## src/rtl/system_parameters.sv

```systemverilog
// Shared widths and types for the quantizer front-end.
//   INPUT_DATA_BITWIDTH   : packed Q[31:16], I[15:0] scaled sample width
//   QUANTISATION_BITWIDTH : output width of the downstream quantizer
//   sched_state_t         : frame scheduler FSM states
package system_parameters;

    localparam int INPUT_DATA_BITWIDTH   = 32;
    localparam int QUANTISATION_BITWIDTH = 8;

    typedef enum logic [1:0] {
        IDLE   = 2'd0,
        ARB    = 2'd1,
        STREAM = 2'd2
    } sched_state_t;

endpackage

```

## src/rtl/rr_arb2.sv

```systemverilog
// Two-requester round-robin arbiter, purely combinational.
//   req[1:0]  : request per channel (bit 0 = ch0, bit 1 = ch1)
//   lastGrant : channel granted most recently (0 = ch0, 1 = ch1)
//   grant[1:0]: one-hot grant, all-zero when nobody requests
module rr_arb2 (
    input  logic [1:0] req,
    input  logic       lastGrant,
    output logic [1:0] grant
);

    always_comb begin
        grant = 2'b00;
        case (req)
            2'b01:   grant = 2'b01;
            2'b10:   grant = 2'b10;
            // Contention: hand the bus to whoever did not have it last.
            2'b11:   grant = lastGrant ? 2'b01 : 2'b10;
            default: grant = 2'b00;
        endcase
    end

endmodule

```

## src/rtl/quant_frame_sched.sv

```systemverilog
// Frame scheduler between two sample channels and the quantizer.
// Picks a channel round-robin, then streams exactly one frame of
// frameLen samples from it through a single output register.
//
// Ports:
//   clk, rst              : clock, asynchronous active-low reset
//   enable                : allows new frames to start
//   frameLen              : samples per frame, latched at grant (0 -> 1)
//   ch0Data/ch1Data       : packed Q/I samples
//   ch0Valid/ch1Valid     : sample present on channel
//   ch0Ready/ch1Ready     : channel sample accepted on Valid & Ready
//   scaledData, inValid   : registered sample to the quantizer
//   outReady              : downstream accepts on inValid & outReady
//   chanId, sof, eof      : sample attributes, qualified by inValid
//   busy                  : FSM not in IDLE
//   frameCount            : frames delivered downstream (wraps)
//   debugState            : current FSM state
//
// Handshakes: a transfer happens on a rising edge where valid and ready
// are both high; a source holds valid and data stable until that edge,
// and ready never depends combinationally on the same side's valid.
module quant_frame_sched
    import system_parameters::*;
#(
    parameter int FRAME_LEN_W = 16
) (
    input  logic                           clk,
    input  logic                           rst,
    input  logic                           enable,
    input  logic [FRAME_LEN_W-1:0]         frameLen,
    input  logic [INPUT_DATA_BITWIDTH-1:0] ch0Data,
    input  logic [INPUT_DATA_BITWIDTH-1:0] ch1Data,
    input  logic                           ch0Valid,
    input  logic                           ch1Valid,
    output logic                           ch0Ready,
    output logic                           ch1Ready,
    output logic [INPUT_DATA_BITWIDTH-1:0] scaledData,
    output logic                           inValid,
    input  logic                           outReady,
    output logic                           chanId,
    output logic                           sof,
    output logic                           eof,
    output logic                           busy,
    output logic [FRAME_LEN_W-1:0]         frameCount,
    output sched_state_t                   debugState
);

    localparam logic [FRAME_LEN_W-1:0] LEN_ONE = FRAME_LEN_W'(1);

    sched_state_t             state_q, state_d;
    logic                     sel_q;     // channel owning the current frame
    logic                     last_q;    // channel granted most recently
    logic [FRAME_LEN_W-1:0]   len_q;
    logic [FRAME_LEN_W-1:0]   cnt_q;

    logic [1:0]               req;
    logic [1:0]               arb_grant;
    logic                     can_load;
    logic                     sel_valid;
    logic [INPUT_DATA_BITWIDTH-1:0] sel_data;
    logic                     is_last;
    logic                     accept;

    assign req       = {ch1Valid, ch0Valid};
    // Output register can take a new sample if empty or being drained now.
    assign can_load  = !inValid || outReady;
    assign sel_valid = sel_q ? ch1Valid : ch0Valid;
    assign sel_data  = sel_q ? ch1Data  : ch0Data;
    assign is_last   = (cnt_q == len_q - LEN_ONE);

    assign busy       = (state_q != IDLE);
    assign debugState = state_q;

    rr_arb2 u_rr_arb2 (
        .req       (req),
        .lastGrant (last_q),
        .grant     (arb_grant)
    );

    always_comb begin
        state_d  = state_q;
        ch0Ready = 1'b0;
        ch1Ready = 1'b0;
        accept   = 1'b0;
        case (state_q)
            IDLE: begin
                if (enable && (|req)) state_d = ARB;
            end
            ARB: begin
                // Requester may have withdrawn since IDLE; fall back then.
                state_d = (|arb_grant) ? STREAM : IDLE;
            end
            STREAM: begin
                ch0Ready = !sel_q && can_load;
                ch1Ready =  sel_q && can_load;
                accept   = sel_valid && can_load;
                // enable only matters at frame boundaries, never mid-frame.
                if (accept && is_last) begin
                    state_d = (enable && (|req)) ? ARB : IDLE;
                end
            end
            default: state_d = IDLE;
        endcase
    end

    always_ff @(posedge clk or negedge rst) begin
        if (!rst) begin
            state_q    <= IDLE;
            sel_q      <= 1'b0;
            last_q     <= 1'b1;  // first contended grant goes to ch0
            len_q      <= LEN_ONE;
            cnt_q      <= '0;
            scaledData <= '0;
            inValid    <= 1'b0;
            chanId     <= 1'b0;
            sof        <= 1'b0;
            eof        <= 1'b0;
            frameCount <= '0;
        end else begin
            state_q <= state_d;

            if (state_q == ARB) begin
                len_q <= (frameLen == '0) ? LEN_ONE : frameLen;
                cnt_q <= '0;
                if (|arb_grant) begin
                    sel_q  <= arb_grant[1];
                    last_q <= arb_grant[1];
                end
            end

            if (accept) begin
                cnt_q      <= is_last ? '0 : cnt_q + LEN_ONE;
                scaledData <= sel_data;
                inValid    <= 1'b1;
                chanId     <= sel_q;
                sof        <= (cnt_q == '0);
                eof        <= is_last;
            end else if (outReady) begin
                inValid    <= 1'b0;
            end

            if (inValid && outReady && eof) begin
                frameCount <= frameCount + LEN_ONE;
            end
        end
    end

endmodule

```

## config.mk

```make
export PLATFORM = sky130hd
export DESIGN_NAME = quant_frame_sched
export DESIGN_NICKNAME = d
export VERILOG_FILES = /design/src/rtl/system_parameters.sv /design/src/rtl/rr_arb2.sv /design/src/rtl/quant_frame_sched.sv
export SDC_FILE = /design/constraint.sdc
export NUM_CORES = 1
export LEC_CHECK = 0
export BUFFER_PORTS_ARGS = -buffer_cell sky130_fd_sc_hd__buf_4
export CORE_ASPECT_RATIO = 0.6
export CORE_MARGIN = 1.5
export CORE_UTILIZATION = 55
export CTS_CLUSTER_SIZE = 8
export DETAILED_ROUTE_END_ITERATION = 7
export PLACE_DENSITY = 0.85
export SYNTH_ARGS = -nofsm -noshare
export SYNTH_HDL_FRONTEND = slang
export SYNTH_SLANG_ARGS = --single-unit
```

## constraint.sdc

```tcl
create_clock -name clk -period 7.7 [get_ports clk]
set_clock_uncertainty 0.2 [all_clocks]
set_input_delay 0.77 -clock clk [delete_from_list [all_inputs] [get_ports clk]]
set_output_delay 0.77 -clock clk [all_outputs]
set_load 0.05 [all_outputs]
```

==> impl_metrics.ini, run 1 <==
[critical_path]
path_class = flip-flop to flip-flop
setup.worst_path.end_class = flip-flop
r2r_start = len_q[3]
r2r_end = cnt_q[9]
critPathLaunchType = flip-flop
r2r_slack_ns = 4.08
critical_path_required_ns = 7.73
worstRegToRegCells = 7
worst-path-max-fanout = 26
arrival_ns = 3.64

[route]
met2_length_mm = 6.123
avgRoutedWirePerCell_microns = 17.81
via_count = 4154
wl_met3_microns = 935
routed_wl_mm = 12.63
dr.first_iter.drc_count = 363
antenna_left = 0
m1WireLength_mm = 5.351
drc = 0
dr.pass1.iters = 5
routed.top_layer = met4
detail_route.vias_per_cell = 5.859

[power]
p_seq_share_pct = 34.8
power_frac_clock_pct = 20.4
vdd.ir_drop.worst_mv = 0.2263
p_leak_nw = 2.844
combPwrFrac_pct = 44.8
sw_frac_of_total_pct = 44.72
power_density_nw_per_um2 = 380.7
p_sw_mw = 1.027
internal_power_mw = 1.270

[cells_and_area]
finalCoreUtilization_pct = 75.07
drive_gt1_share_pct = 30.95
n_antenna_cell = 0
fin_cells = 709
multiInputGateArea_sq_um = 2248
final_nets = 686
final_cell_mix = buf_4 (144), dfrtp_1 (85), nand2_1 (68)
mostFrequentLayoutCell = buf_4
area_growth_pct = 29.69
nFillCells = 533
seq_area_sq_um = 2206

[yosys]
syn_nets = 566
yosysUniqueCellTypes = 49
synth-seq-cells = 88
yosysWarnings = 0
syn_area_per_cell_sq_um = 9.776
synthFlopType = dfrtp_1
syn-instance-count = 476
synth_area_sq_um = 4653
ys_seq_area_share_pct = 47.38
synth_edf_count = 0
synthArstFlopShare_pct = 100.0

[timing]
rsz0062_at_grt = no
whs_ns = 0.1809
finalCritPeriodShare_pct = 46.95
min_period_ns = 3.615
max_slew.worst_pin.slew_ns = 1.187
fin_ws_ns = 4.085
fin_setup_tns_ns = 0
hold_violations = 0
max_freq_ghz = 0.2766
setup_viol = 0
slew_viol_final = 0
max_slew_margin_pct = 20.78

[global_routing]
grtUsageTotal_pct = 28.55
grt_max_degree = 73
overflow = 0
grt_pass1_vias = 3946
grt_pass1_wl_mm = 19.81
antenna_found_initial = 0

[clock_network]
cts.sinks = 88
numCtsBuffers = 9
path_clk_slew_ns = 0.06
cts_resized = 0
cts_tree = built
clock-root-buffer = clkbuf_16
post_cts_buffers = 0
clk_latency_ns = 0.34
postCtsHoldBufs = 0
htreeDepth = 3
cts_buffer_depth = 2

[placement]
port_buffers = 142
place.gp.congestion = 0.8750
dp_hpwl_mm = 9.203
dpl_worst_slack_ns = 4.174
place_inst = 693

[floorplanning]
die_x_microns = 121.7
die-area_sq_um = 9040
ios = 143
die_h_microns = 74.25
rows = 25
start_util_pct = 57.88
core-area_sq_um = 8039

[min_path]
hold_class = input port to async pin

[status]
status = finished, final reports clean

[run]
max-cap-violations = 0
==> worst max path at each step <==
stage	start	end	slack, ns	cells past startpoint
5_1_grt	len_q[3]	cnt_q[9]	3.82	7
2_1_floorplan	len_q[3]	cnt_q[1]	4.97	9
3_5_place_dp	len_q[3]	cnt_q[9]	4.17	7
6_report	len_q[3]	cnt_q[9]	4.08	7
3_3_place_gp	len_q[3]	cnt_q[10]	4.39	7
4_1_cts	sel_q	cnt_q[2]	4.14	5
==> metal layers <==
layer,vias to the layer above,track usage [%]
li1,1939,-
met1,2024,38.68
met2,167,45.69
met3,24,8.206
met4,0,7.843
met5,-,0
==> worst max-delay path, stage by stage, from the launching register on <==
cell	delay (ns)
dfrtp_1	0.50
or4_4	0.60
a2111oi_0	0.33
nor4b_1	0.11
a311oi_1	0.28
a2111o_1	0.73
nand2_1	0.35
o311ai_1	0.39
==> kinds of logic after synthesis <==
group	synth area share, %
compound gates	10.03
xor+xnor	6.399
fa+ha+maj	1.076
buf+inv	4.409
flops	47.38
mux	11.80
simple gates	18.90
==> layout make-up <==
cell class                 count  share of cell area (%)
clock buffer                   9                   3.732
clock inverter                 7                   1.555
inverter                      12                  0.7464
multi-input combinational    341                   37.26
sequential                    88                   36.55
tap                          108                   2.239
timing repair buffer         144                   17.91
==> per-stage QoR <==
| step | power (mW) | instance area, sq um |
|---|---|---|
| after floorplan | 1.487 | 4653 |
| final | 2.297 | 6035 |
| after global routing | 2.403 | 6035 |
| after global placement | 1.773 | 5715 |
| after CTS | 2.295 | 6035 |
| after detailed placement | 1.820 | 5715 |
==> power by group through the flow <==
stage | combinational [mW] | clock (mW) | sequential, mW
floorplan | 0.471 | 0 | 1.02
finish | 1.03 | 0.468 | 0.800
CTS | 1.03 | 0.472 | 0.792
detailed placement | 1.02 | 0 | 0.796
global route | 1.09 | 0.492 | 0.819
global placement | 0.990 | 0 | 0.783
==> flip-flops by register name (all words and copies together), names as in the netlist <==
name and count:
sof 1, chanId 1, eof 1, debugState 2, last_q 1, frameCount 16, sel_q 1, inValid 1
scaledData 32, len_q 16, cnt_q 16
==> Yosys cell counts (2+ instances only) <==
master | number | area (sq um)
xor2_1 | 10 | 87.58
a32o_1 | 2 | 20.02
nor3_1 | 9 | 45.04
buf_6 | 2 | 22.52
dfrtp_1 | 86 | 2152
ha_1 | 4 | 50.05
o211ai_1 | 3 | 22.52
dfstp_2 | 2 | 52.55
nand4_1 | 11 | 68.82
xnor2_1 | 24 | 210.2
mux2_2 | 15 | 168.9
o21ai_0 | 43 | 215.2
nand2b_1 | 3 | 18.77
a31oi_1 | 9 | 56.30
or3_1 | 2 | 12.51
and4_1 | 2 | 17.52
buf_1 | 4 | 15.01
mux2i_1 | 38 | 380.4
a21oi_1 | 5 | 25.02
and3_1 | 8 | 50.05
nor2_1 | 11 | 41.29
or2_2 | 4 | 25.02
clkbuf_1 | 26 | 97.59
nor4_1 | 12 | 75.07
inv_1 | 12 | 45.04
buf_2 | 2 | 10.01
nand2_1 | 68 | 255.2
nor3b_1 | 2 | 15.01
nor4b_1 | 2 | 17.52
nor2b_1 | 5 | 31.28
o311ai_1 | 6 | 52.55
nand3_1 | 27 | 135.1
(Power assumes the default switching activity.)
==> inputs of run 2 (changes only) <==
--- a/config.mk
+++ b/config.mk
@@ -5,13 +5,14 @@
 export SDC_FILE = /design/constraint.sdc
 export NUM_CORES = 1
 export LEC_CHECK = 0
+export ABC_AREA = 1
 export BUFFER_PORTS_ARGS = -buffer_cell sky130_fd_sc_hd__buf_4
 export CORE_ASPECT_RATIO = 0.6
 export CORE_MARGIN = 1.5
-export CORE_UTILIZATION = 55
+export CORE_UTILIZATION = 47
 export CTS_CLUSTER_SIZE = 8
 export DETAILED_ROUTE_END_ITERATION = 7
-export PLACE_DENSITY = 0.85
+export PLACE_DENSITY = 0.76
 export SYNTH_ARGS = -nofsm -noshare
 export SYNTH_HDL_FRONTEND = slang
 export SYNTH_SLANG_ARGS = --single-unit
==> constraint.sdc (replaced) <==
create_clock -name clk -period 3.3 [get_ports clk]
set_clock_uncertainty 0.2 [all_clocks]
set_input_delay 0.33 -clock clk [delete_from_list [all_inputs] [get_ports clk]]
set_output_delay 0.33 -clock clk [all_outputs]
set_load 0.05 [all_outputs]
==> run 2 against run 1 <==
  * The run now ends with hold timing left
  * Area after synthesis increased by 6.1%
  * Sequential share of layout area decreased by 2.9 points
  * Clock power increased by 130%
  * Synthesized cell count increased by 29%
  * Core utilization decreased by 9.8 points
  * Via count increased by 11%
  * Design area increased by 8.4%
  * Global-route usage decreased by 4.5 points
  * Critical endpoint is now cnt_q[5]
  * Cell count increased by 27%
  * Hold slack got worse by 0.19 ns
==> impl_metrics.ini, run 2 <==
[critical_path]
path_class = flip-flop to flip-flop
r2r_end = cnt_q[5]
critical_path_required_ns = 3.34
setup.worst_path.end_class = flip-flop
path_buf_inv = 1
slowest_delay_ns = 0.55
worst-path-max-fanout = 17
worstRegToRegCells = 14
critPathLaunchType = flip-flop
path_common_cell = nand2_1
crit_family = simple AND/OR/NAND/NOR gates
cpMaxStageDelayCell = dfstp_2
crit_chain = inv_2 > ha_1 > nand2_2 > nor2_1 > nand2_1 > nand2_1 > nand3_1 > nand2_1 > nor2_1 > nand2_1 > nor2_2 > nand2_4 > nand3b_1 > nand2_1
r2r_start = len_q[0]
arrival_ns = 2.36
r2r_slack_ns = 0.97

[cells_and_area]
drive_gt1_share_pct = 27.06
final_nets = 850
finalCoreUtilization_pct = 65.31
final_cell_mix = nand2_1 (171), buf_4 (149), nor2_1 (96)
mostFrequentLayoutCell = nand2_1
n_antenna_cell = 0
largest_reg_flops = 32
largest_register = scaledData
fin_cells = 900
area_growth_pct = 32.54

[min_path]
hold_class = input port to flip-flop
min_from = frameLen[14]
hold_end = len_q[14]
whs_path_depth = 3

[yosys]
synthArstFlopShare_pct = 100.0
syn_nets = 704
yosysWarnings = 0
synth.area.top_cells = dfrtp_1 (44%), nand2_1 (13%), nor2_1 (7.3%), o31ai_1 (4.9%), xor2_1 (4.8%)
syn_area_per_cell_sq_um = 8.041
yosysUniqueCellTypes = 40
synth_area_leader_cell = dfrtp_1
ys_seq_area_share_pct = 44.65
synth-seq-cells = 88
syn-instance-count = 614
synth_area_sq_um = 4937
synthFlopType = dfrtp_1
yosys-top-cells-count = nand2_1 (171), nor2_1 (96), dfrtp_1 (86), inv_1 (37), o31ai_1 (32)
synth_top_area_share_pct = 43.59
yosysMostFrequentCell = nand2_1
synth_edf_count = 0

[timing]
finalCritPeriodShare_pct = 70.49
slew_viol_final = 0
max_slew.worst_pin.slew_ns = 0.7160
setup_viol = 0
hold_violations = 1
min_period_ns = 2.326
rsz0062_at_grt = no
fin_setup_tns_ns = 0
max_freq_ghz = 0.4299
whs_ns = -0.008430
max_slew_margin_pct = 52.26

[power]
finalPower_mw = 5.815
vdd.ir_drop.worst_mv = 0.5295
p_leak_nw = 3.370
power_density_nw_per_um2 = 888.7

[route]
avgRoutedWirePerCell_microns = 14.50
dr.first_iter.drc_count = 345
routed_wl_mm = 13.05
detail_route.vias_per_cell = 5.132
antenna_left = 0
dr.pass1.iters = 5
drc = 0
via_count = 4619

[run]
max-cap-violations = 0

[floorplanning]
die_x_microns = 135.3
ios = 143
core-area_sq_um = 10020
start_util_pct = 49.28
rows = 28
die_h_microns = 82.39
die-area_sq_um = 11150

[status]
violations = hold timing
status = finished with violations

[global_routing]
grtUsageTotal_pct = 24.05
antenna_found_initial = 0
grt_max_degree = 57
overflow = 0
grt_pass1_wl_mm = 20.59
grt_pass1_vias = 4092

[placement]
dp_hpwl_mm = 10.02
place_inst = 872
place.gp.congestion = 0.8941
port_buffers = 142

[clock_network]
cts.sinks = 88
numCtsBuffers = 9
cts_tree = built
cts_resized = 0
cts_buffer_depth = 2
clk_latency_ns = 0.35
path_clk_slew_ns = 0.07
htreeDepth = 3
clock-root-buffer = clkbuf_16
-- run 2: worst max-delay path by stage --
stage | startpoint | endpoint | slack [ns] | cells after the start
2_1_floorplan | inValid | frameCount[13] | 1.06 | 8
3_3_place_gp | len_q[0] | cnt_q[5] | 1.08 | 14
3_5_place_dp | len_q[0] | cnt_q[5] | 0.98 | 14
4_1_cts | len_q[0] | cnt_q[5] | 0.96 | 14
5_1_grt | len_q[1] | cnt_q[5] | 0.82 | 13
6_report | len_q[0] | cnt_q[5] | 0.97 | 14
-- run 2: cell families after synthesis --
kind of cell / count (synthesis) / synth area share, %
buffers and inverters: 69 / 5.600
flip-flops: 88 / 44.65
AO/OA/AOI/OAI: 51 / 6.893
AND/OR/NAND/NOR: 359 / 34.16
adder cells (fa/ha/maj): 4 / 1.014
multiplexers: 1 / 0.2281
XOR/XNOR: 42 / 7.451
-- run 2: layer usage --
| metal | track usage, % | share of wire, % |
|---|---|---|
| met4 | 7.527 | 1.4 |
| met1 | 34.68 | 47 |
| met3 | 6.166 | 6.2 |
| met2 | 35.51 | 45 |
| met5 | 0 | 0 |
-- run 2: where the power goes --
group / leakage [nW] / internal, mW / switching (mW)
sequential: 1.13 / 1.44 / 0.315
combinational: 2.09 / 0.930 / 2.05
clock: 0.152 / 0.619 / 0.460
-- run 2: repair_timing --
| item | in CTS | in global routing |
|---|---|---|
| hold buffers | 12 | 0 |
| buffers inserted | 0 | 0 |
| hold endpoints to repair | 65 | 0 |
-- run 2: area by class of cell --
class | instances | area, sq um
Multi-Input combinational cell | 457 | 2456
Timing Repair Buffer | 161 | 1239
Clock buffer | 10 | 239.0
Tap cell | 135 | 168.9
Fill cell | 855 | 3476
Inverter | 43 | 161.4
Clock inverter | 6 | 75.07
Sequential cell | 88 | 2205
-- run 2: per-stage QoR --
| stage | hold WS, ns | setup WS [ns] | area (sq um) |
|---|---|---|---|
| after global placement | 0.2225 | 1.076 | 6110 |
| after floorplan | -0.1656 | 1.056 | 4937 |
| after global routing | 0.007814 | 0.8186 | 6544 |
| final | -0.008430 | 0.9737 | 6544 |
| after detailed placement | 0.2247 | 0.9836 | 6110 |
| after CTS | 0.001463 | 0.9647 | 6544 |
-- run 2: tightest hold or removal path, delay by kind of cell --
| family | cells | cell delay (ns) |
|---|---|---|
| and+or+nand+nor | 2 | 0.09 |
| buffers and inverters | 1 | 0.09 |
==> inputs of run 3 (changes only) <==
==> constraint.sdc (replaced) <==
create_clock -name clk -period 2 [get_ports clk]
set_clock_uncertainty 0.2 [all_clocks]
set_input_delay 0.2 -clock clk [delete_from_list [all_inputs] [get_ports clk]]
set_output_delay 0.2 -clock clk [all_outputs]
set_load 0.05 [all_outputs]
==> run 3 against run 2 <==
  * The flow finishes with violations (hold timing, setup timing)
  * Via count increased by 15%
  * Global-route usage is 5.8 points higher
  * Cell count up 12%
  * Die area unchanged
  * Hold slack worse by 0.0084 ns
  * Register-to-register slack worse by 1.2 ns
  * Routed wire length is 30% higher
  * Fmax up 4.0%
  * Sequential power up 66%
  * Flip-flop and latch count stayed put
  * Worst setup slack got worse by 1.2 ns
  * Highest routed layer unchanged
==> impl_metrics.ini, run 3 (synthesis gave the netlist of run 2 again) <==
[status]
status = finished with violations
violations = hold timing, setup timing

[power]
combPwrFrac_pct = 55.6
p_leak_nw = 3.912
p_sw_mw = 5.165
p_seq_share_pct = 27.6
power_density_nw_per_um2 = 1364
vdd.ir_drop.worst_mv = 1.125
internal_power_mw = 5.436
finalPower_mw = 10.60
sw_frac_of_total_pct = 48.73
power_frac_clock_pct = 16.8

[cells_and_area]
final_cell_mix = buf_4 (185), nand2_1 (166), nor2_1 (90)
area_growth_pct = 57.40
n_antenna_cell = 0
largest_register = scaledData
final_nets = 959
mostFrequentLayoutCell = buf_4
drive_gt1_share_pct = 32.15
final_area_sq_um = 7771
largest_reg_flops = 32

[floorplanning]
start_util_pct = 49.28
die_x_microns = 135.3
die_h_microns = 82.39
ios = 143
die-area_sq_um = 11150
core-area_sq_um = 10020
rows = 28

[route]
avgRoutedWirePerCell_microns = 16.81
dr.pass1.iters = 5
via_count = 5310
routed_wl_mm = 16.96
detail_route.vias_per_cell = 5.263
dr.first_iter.drc_count = 376
drc = 0
antenna_left = 0

[timing]
finalCritPeriodShare_pct = 111.9
fin_ws_ns = -0.2371
slew_viol_final = 0
min_period_ns = 2.237
max_slew.worst_pin.slew_ns = 0.4815
rsz0062_at_grt = yes
hold_violations = 2
setup_viol = 19
max_slew_margin_pct = 67.90
whs_ns = -0.01686
max_freq_ghz = 0.4470

[min_path]
hold_class = input port to flip-flop
hold_end = scaledData[8]
whs_path_depth = 3
min_from = ch0Data[8]

[critical_path]
critical_path_required_ns = 2.04
path_class = flip-flop to flip-flop
crit_chain = buf_4 > nor2_4 > nand2_4 > nor2_2 > nand2_1 > nand3b_1 > nand2_1 > nor2_1 > nand2_1 > nor2_4 > buf_12 > nand2_8 > nand3b_4 > nand2_2
slowest_delay_ns = 0.39
arrival_ns = 2.28
path_common_cell = nand2_1
cpMaxStageDelayCell = dfrtp_1
crit_path_start = len_q[1]
r2r_start = len_q[1]
r2r_end = cnt_q[9]
r2r_slack_ns = -0.24
worstRegToRegCells = 14
setup.worst_path.end_class = flip-flop
critPathLaunchType = flip-flop
worst-path-max-fanout = 8

[clock_network]
htreeDepth = 3
path_clk_slew_ns = 0.07
clk_latency_ns = 0.35
numCtsBuffers = 9
cts.sinks = 88
cts_buffer_depth = 2
clock-root-buffer = clkbuf_16
cts_tree = built

[global_routing]
antenna_found_initial = 0
overflow = 0
grt_pass1_vias = 5040
grtUsageTotal_pct = 29.81
grt_pass1_wl_mm = 25.39
grt_max_degree = 47

[placement]
dp_hpwl_mm = 10.37
port_buffers = 142
place.gp.congestion = 0.9319
place_area_sq_um = 6425

[run]
max-cap-violations = 0
-- run 3: changes by cell type in the layout (fill, tap and decap cells not counted), sizes merged --
| cell | delta |
|---|---|
| buf | +41 |
| dlygate4sd3 | +66 |
| clkinvlp | +1 |
| nand2 | +2 |
| clkinv | -1 |
-- run 3: final cells by class --
cell class	instances	area [sq um]
tap	135	168.9
sequential	88	2212
timing repair buffer	268	2252
fill	624	2248
clock buffer	10	239.0
multi-input combinational	459	2659
inverter	43	167.7
clock inverter	6	72.57
-- run 3: through the flow --
step                      utilization [%]  setup WS (ns)  TNS [ns]  std cells
after CTS                           76.00        -0.1569    -2.673       1004
after detailed placement            64.12        -0.2182    -3.308        907
after global routing                77.56        -0.3158    -5.497       1009
after global placement              64.12        -0.1227    -1.865        907
after floorplan                         -       -0.03446   -0.2615        614
final                               77.56        -0.2371    -4.070       1009
-- run 3: what timing repair did --
| item | CTS | global route |
|---|---|---|
| cloned | 1 | 1 |
| setup endpoints to repair | 20 | 25 |
| hold buffers | 79 | 0 |
| gates resized for setup | 15 | 26 |
| pin swaps | 6 | 13 |
| setup buffers | 1 | 6 |
| endpoints found under the hold margin | 86 | 0 |
-- run 3: how the worst max path moves through the flow --
stage	end	slack [ns]	cells after the start
floorplan	cnt_q[10]	-0.03	15
global placement	cnt_q[6]	-0.12	10
detailed placement	cnt_q[6]	-0.22	14
CTS	cnt_q[6]	-0.16	14
global route	cnt_q[12]	-0.32	15
finish	cnt_q[9]	-0.24	14
-- run 3: critical path: cells and delay by family (launching register included) --
family	cells	cell delay (ns)
buf+inv	2	0.29
flops	1	0.39
simple gates	12	1.26
-- run 3: power groups by stage --
stage / Combinational [mW] / Clock [mW] / Sequential (mW)
after detailed placement: 5.27 / 0 / 2.89
after global routing: 6.24 / 1.87 / 2.98
after floorplan: 2.25 / 0 / 4.14
after CTS: 5.56 / 1.79 / 2.88
final: 5.90 / 1.78 / 2.92
after global placement: 5.18 / 0 / 2.87
-- run 3: routing by layer --
layer / track usage (%) / up-vias / share of wire, % / wire, microns
met1: 39.73 / 2524 / 42 / 7178
met5: 0 / - / 0 / 0
met2: 46.58 / 245 / 47 / 7968
li1: - / 2490 / - / -
met3: 7.998 / 51 / 7.5 / 1268
met4: 12.37 / 0 / 3.2 / 548
